### src/rtl/baccarat_pkg.sv
// Shared types and constants for the baccarat dealing controller.
//   state_t           - controller state encoding
//   NATURAL_MIN_DEF   - default two-card score that ends the hand immediately
//   PLAYER_STAND_MIN  - lowest two-card score on which the player stands
//   SCORE_MAX         - highest legal score value; larger inputs are read as this
package baccarat_pkg;

  localparam int NATURAL_MIN_DEF  = 8;
  localparam int PLAYER_STAND_MIN = 6;
  localparam int SCORE_MAX        = 9;

  typedef enum logic [3:0] {
    S_START = 4'd0,
    S_P1    = 4'd1,
    S_D1    = 4'd2,
    S_P2    = 4'd3,
    S_D2    = 4'd4,
    S_EVAL2 = 4'd5,
    S_P3    = 4'd6,
    S_EVAL3 = 4'd7,
    S_D3    = 4'd8,
    S_DONE  = 4'd9
  } state_t;

endpackage

### src/rtl/banker_draw_rule.sv
// Banker third-card decision once the player has drawn.
//   dscore - banker two-card score, 0..9
//   pcard3 - value of the player's third card, 0..9
//   draw   - 1 when the banker takes a third card
module banker_draw_rule (
  input  logic [3:0] dscore,
  input  logic [3:0] pcard3,
  output logic       draw
);

  always_comb begin
    draw = 1'b0;
    case (dscore)
      4'd0, 4'd1, 4'd2: draw = 1'b1;
      4'd3:             draw = (pcard3 != 4'd8);
      4'd4:             draw = (pcard3 >= 4'd2) && (pcard3 <= 4'd7);
      4'd5:             draw = (pcard3 >= 4'd4) && (pcard3 <= 4'd7);
      4'd6:             draw = (pcard3 >= 4'd6) && (pcard3 <= 4'd7);
      default:          draw = 1'b0;
    endcase
  end

endmodule

### src/rtl/baccarat_ctrl.sv
// Punto Banco dealing controller. Sequences the six card-load strobes into
// the card datapath, applies the third-card rules and drives the win lights.
//
// Ports:
//   slow_clock        - sole clock, rising edge
//   reset             - synchronous, active-high
//   pscore_in         - player score mod 10 from the datapath
//   dscore_in         - dealer score mod 10 from the datapath
//   pcard3_in         - player third-card value
//   step              - (only with BACCARAT_STEP_EN) advance enable
//   load_pcard1..3    - player card load strobes
//   load_dcard1..3    - dealer card load strobes
//   player_win_light  - player wins or tie
//   dealer_win_light  - dealer wins or tie
//
// Build option: define BACCARAT_STEP_EN to single-step the deal with `step`.
//
// state   | meaning
// --------+-------------------------------------------------
// S_START | idle after reset, all outputs low
// S_P1    | load player card 1
// S_D1    | load dealer card 1
// S_P2    | load player card 2
// S_D2    | load dealer card 2
// S_EVAL2 | four-card scores valid: natural / player rule
// S_P3    | load player card 3
// S_EVAL3 | player third card valid: banker rule
// S_D3    | load dealer card 3
// S_DONE  | hand over, lights held until reset
module baccarat_ctrl
  import baccarat_pkg::*;
#(
  parameter int SCORE_W     = 4,
  parameter int NATURAL_MIN = NATURAL_MIN_DEF
) (
  input  logic               slow_clock,
  input  logic               reset,
  input  logic [SCORE_W-1:0] pscore_in,
  input  logic [SCORE_W-1:0] dscore_in,
  input  logic [SCORE_W-1:0] pcard3_in,
`ifdef BACCARAT_STEP_EN
  input  logic               step,
`endif
  output logic               load_pcard1,
  output logic               load_pcard2,
  output logic               load_pcard3,
  output logic               load_dcard1,
  output logic               load_dcard2,
  output logic               load_dcard3,
  output logic               player_win_light,
  output logic               dealer_win_light
);

  state_t     state;
  state_t     nxt;
  logic       advance;
  logic       banker_draw;
  logic [3:0] p_s;
  logic [3:0] d_s;
  logic [3:0] c3_s;
  // {p1, p2, p3, d1, d2, d3}
  logic [5:0] load_q;
  logic [5:0] load_nxt;
  logic       lights_set;
  logic       capture;

  // Out-of-range scores are read as 9, which makes them naturals.
  assign p_s  = (pscore_in > SCORE_W'(SCORE_MAX)) ? 4'(SCORE_MAX) : 4'(pscore_in);
  assign d_s  = (dscore_in > SCORE_W'(SCORE_MAX)) ? 4'(SCORE_MAX) : 4'(dscore_in);
  assign c3_s = (pcard3_in > SCORE_W'(SCORE_MAX)) ? 4'(SCORE_MAX) : 4'(pcard3_in);

`ifdef BACCARAT_STEP_EN
  assign advance = step;
`else
  assign advance = 1'b1;
`endif

  banker_draw_rule u_banker (
    .dscore (d_s),
    .pcard3 (c3_s),
    .draw   (banker_draw)
  );

  always_comb begin
    nxt = state;
    if (advance) begin
      case (state)
        S_START: nxt = S_P1;
        S_P1:    nxt = S_D1;
        S_D1:    nxt = S_P2;
        S_P2:    nxt = S_D2;
        S_D2:    nxt = S_EVAL2;
        S_EVAL2: begin
          if ((p_s >= 4'(NATURAL_MIN)) || (d_s >= 4'(NATURAL_MIN)))
            nxt = S_DONE;
          else if (p_s < 4'(PLAYER_STAND_MIN))
            nxt = S_P3;
          else if (d_s < 4'(PLAYER_STAND_MIN))
            nxt = S_D3;
          else
            nxt = S_DONE;
        end
        S_P3:    nxt = S_EVAL3;
        S_EVAL3: nxt = banker_draw ? S_D3 : S_DONE;
        S_D3:    nxt = S_DONE;
        S_DONE:  nxt = S_DONE;
        default: nxt = S_START;
      endcase
    end
  end

  always_comb begin
    load_nxt = 6'b000000;
    case (nxt)
      S_P1:    load_nxt = 6'b100000;
      S_P2:    load_nxt = 6'b010000;
      S_P3:    load_nxt = 6'b001000;
      S_D1:    load_nxt = 6'b000100;
      S_D2:    load_nxt = 6'b000010;
      S_D3:    load_nxt = 6'b000001;
      default: load_nxt = 6'b000000;
    endcase
  end

  // Leaving an evaluation state, both scores are already final. Leaving S_D3,
  // the dealer's third card only shows up in dscore during the first S_DONE
  // cycle, so in that case the lights are captured one cycle later.
  assign capture = ((nxt == S_DONE) && ((state == S_EVAL2) || (state == S_EVAL3)))
                || ((state == S_DONE) && !lights_set);

  always_ff @(posedge slow_clock) begin
    if (reset) begin
      state            <= S_START;
      load_q           <= 6'b000000;
      player_win_light <= 1'b0;
      dealer_win_light <= 1'b0;
      lights_set       <= 1'b0;
    end else begin
      state  <= nxt;
      load_q <= load_nxt;
      if (capture) begin
        player_win_light <= (p_s >= d_s);
        dealer_win_light <= (d_s >= p_s);
        lights_set       <= 1'b1;
      end
    end
  end

`ifdef BACCARAT_STEP_EN
  // Gating with step keeps one load per press while the state is held.
  assign load_pcard1 = load_q[5] & step;
  assign load_pcard2 = load_q[4] & step;
  assign load_pcard3 = load_q[3] & step;
  assign load_dcard1 = load_q[2] & step;
  assign load_dcard2 = load_q[1] & step;
  assign load_dcard3 = load_q[0] & step;
`else
  assign load_pcard1 = load_q[5];
  assign load_pcard2 = load_q[4];
  assign load_pcard3 = load_q[3];
  assign load_dcard1 = load_q[2];
  assign load_dcard2 = load_q[1];
  assign load_dcard3 = load_q[0];
`endif

endmodule
### config.mk
export PLATFORM = sky130hd
export DESIGN_NAME = baccarat_ctrl
export DESIGN_NICKNAME = d
export VERILOG_FILES = /design/src/rtl/baccarat_pkg.sv /design/src/rtl/banker_draw_rule.sv /design/src/rtl/baccarat_ctrl.sv
export SDC_FILE = /design/constraint.sdc
export NUM_CORES = 1
export LEC_CHECK = 0
export BUFFER_PORTS_ARGS = -buffer_cell sky130_fd_sc_hd__buf_2
export CAP_MARGIN = 20
export CORE_AREA = 3 3 46 48
export CTS_CLUSTER_SIZE = 25
export DETAILED_ROUTE_END_ITERATION = 10
export DIE_AREA = 0 0 49 51
export PLACE_DENSITY = 0.76
export SYNTH_ARGS = -nofsm -noshare
export SYNTH_HDL_FRONTEND = slang
export SYNTH_SLANG_ARGS = --single-unit
### constraint.sdc
create_clock -name slow_clock -period 1.6 [get_ports slow_clock]
set_input_delay 0.32 -clock slow_clock [delete_from_list [all_inputs] [get_ports slow_clock]]
set_output_delay 0.32 -clock slow_clock [all_outputs]
set_load 0.01 [all_outputs]
==> results.md <==
* Startpoint Class: flip-flop
* Sequential share of power at 48.7%
* CTS tree: yes
* Kind of end point of the critical path: flip-flop
* Diodes inserted at 0
* Global-route wire length before repair at approximately 3000 um
* P_sw at ~0.00020 W
* GPL Wtd Cong at 0.9015
* Critical Path AT at 1.74 ns
* Synth Area in Adders at under 10%
* Most frequent cells after synthesis: dfxtp_1, inv_1, a21oi_1
* I/O pin total at 22
* Layout cells sized above 1 at between 30% and 40%
* Yosys warnings at 0
* CTS clk-pin slew, worst paths at about 0.08 ns
* Maxcap violations at 0
* Final net count at roughly 150
* Clk buf depth at 2
* RSZ-0062 raised after global routing: yes
* H-tree level count at 1
* Root Buffer: clkbuf_4
* Routed WL at approximately 1800 um
* Ys async rst share at 0%
* Main combinational cell family by area after synthesis: compound AO/OA/AOI/OAI gates
* Post-synthesis mux area share at 0%
* Hpwl dp at 1431 um
* Critical Path Fanout Max at 5
* Cell Area, Synth at about 800 um2
* Residual DRC at 0
* Hold Vio Cnt, Final at 0
* WHS at around 0.29 ns
* CP Class: flip-flop to flip-flop
* Post-synthesis simple-gate area fraction at around 24%
* Sequential-to-total area share from yosys stat at roughly 33%
* Total track usage at 15.47%
* Number of vias per cell at between 5 and 6
* Vias at 786
* Post-synthesis instance total at 93
* # placed instances at 147
* DR WL/cell at 12.03 um
* Skew final at roughly 0.0033 ns
* Max Clk Rate at about 0.63 GHz
* DRT iter0 DRCs at 35
* Post-route setup slack at 0.02343 ns
* Total gr overflow at 0
* Input/output buffers at 21
* Die area at 2499 um2
* Post-synth EDFFs at 0
* VDD IR max at about 0.46 mV
* PD cells at 682.8 nW/um2
* Detailed Routing Iterations Pass 1 at 4
* Vias in the first global route at approximately 760
* Clk_lat worst skew at approximately 0.27 ns
* Pleak at around 0.47 nW
* Worst slew margin at about 76%
* Cell internal pwr at between 0.0005 and 0.0006 W
* Combinational power share at a little under a quarter
* DP Worst Slack at -0.1246 ns
* Top FF cell, synth: dfxtp_1
* Largest net degree at the start of global routing at 9
* Die Ht at roughly 51 um
* Synth Area in XOR/XNOR at 0%
* Clock sink total at 13
* Post-CTS setup buffers at 0
* Post-route ant nets at 0
* Syn_area_per_cell at between 8 and 9 um2
* Area Overhead vs Synth at 32.43%
* Least-Margin Pin Slew at ~0.35 ns
* Share of power burned in the clock network at about 28%
* Status: finished, final reports clean
* Synth Area in Compound Gates at ~29%
* Area contributors post-synth: dfxtp_1, ha_1, inv_1, a21oi_1, nor2_1
* Layout Cells excl Fill at 151
* Setup Viol. Count Final at 0
* Net Sw Frac at between 20% and 30%
* Top-count cell post-synth: dfxtp_1
* Yosys top cell area share at between 30% and 40%
* Num CTS Buffers at 3
* Cell Rows at 15
* Crit path time final at 1.577 ns
* Slew Viols, Final at 0
* #FFs+latches synth at 13
* Synthesized net count at roughly 110
* Hold WC Path Type: input port to flip-flop
* Worst EP required at between 1.5 and 2 ns
* Initial antenna violation count at 0
* Die width at roughly 49 um
* Period Utilization, post-route at a little over nine tenths
* Initial Utilization at 44.87%
* Post-synthesis cell type count at 38
* Core Area at 1745 um2
* Cell taking the most area after synthesis: dfxtp_1
-- flip-flops by register name, summed over array words and instances, names as in the netlist --
register,count
dealer_win_light,1
lights_set,1
load_q,6
player_win_light,1
state,4
-- final timing paths --
path               startpoint                to  slack (ns)  depth (start not counted)
min                     reset        lights_set        0.29                          2
max                  state[1]  dealer_win_light        0.02                          5
min reg2reg  player_win_light  player_win_light        0.48                          2
max reg2reg          state[1]  dealer_win_light        0.02                          5
-- logic make-up (layout without fill, tap and decap cells) --
logic type | after synthesis | in the layout
AO/OA/AOI/OAI | 29 | 29
buffers and inverters | 14 | 47
adder cells (fa/ha/maj) | 4 | 4
AND/OR/NAND/NOR | 33 | 33
flip-flops | 13 | 13
-- stage by stage --
stage	TNS (ns)	area, um2	total power [W]	utilization [%]
floorplan	0	784.5	0.0004404	-
global placement	-0.4438	984.7	0.0005053	56.42
detailed placement	-0.4081	984.7	0.0005090	56.42
CTS	0	1011	0.0007107	57.92
global route	-0.03872	1037	0.0007580	59.43
finish	0	1037	0.0007083	59.43
-- power by group through the flow --
stage               registers, W   logic, W  clock network, W
global placement        0.000352   0.000153                 0
global route            0.000347   0.000183          0.000228
floorplan               0.000357  0.0000838                 0
finish                  0.000345   0.000165          0.000198
CTS                     0.000344   0.000158          0.000208
detailed placement      0.000352   0.000157                 0
-- layout make-up --
type	instances	area, um2
clock buffer	4	26.28
timing repair buffer	32	187.7
multi-input combinational	66	489.2
sequential	13	261.5
tap	25	31.28
fill	153	708.2
inverter	11	41.29
-- cell usage in the layout (no fill, tap or decap), drive strengths merged, types with 2 or more instances in the layout --
master,count
a211o,2
buf,32
clkbuf,4
nor4,2
dfxtp,13
nor2,7
o21ai,5
a21oi,8
nor3,2
a31oi,2
nor2b,4
inv,11
ha,4
and2,2
nand2b,3
nand2,5
-- timing repair --
item,in CTS,in global routing
hold buffers,0,0
endpoints found under the setup margin,0,1
gates resized for setup,0,3
-- per-layer routing --
metal	up-vias	GRT usage [%]	share of wire [%]
met1	360	19.14	48
met3	2	4.665	5.1
met4	0	2.844	0.66
met2	19	26.70	47
li1	405	-	-
met5	-	0	0
-- worst max-delay path, stage by stage, from the launching register on --
cell and delay [ns]:
dfxtp_2 0.36, or3b_4 0.40, o32ai_4 0.11, and2_4 0.18
o21ai_2 0.07, o311a_1 0.35
(Power assumes the default switching activity.)
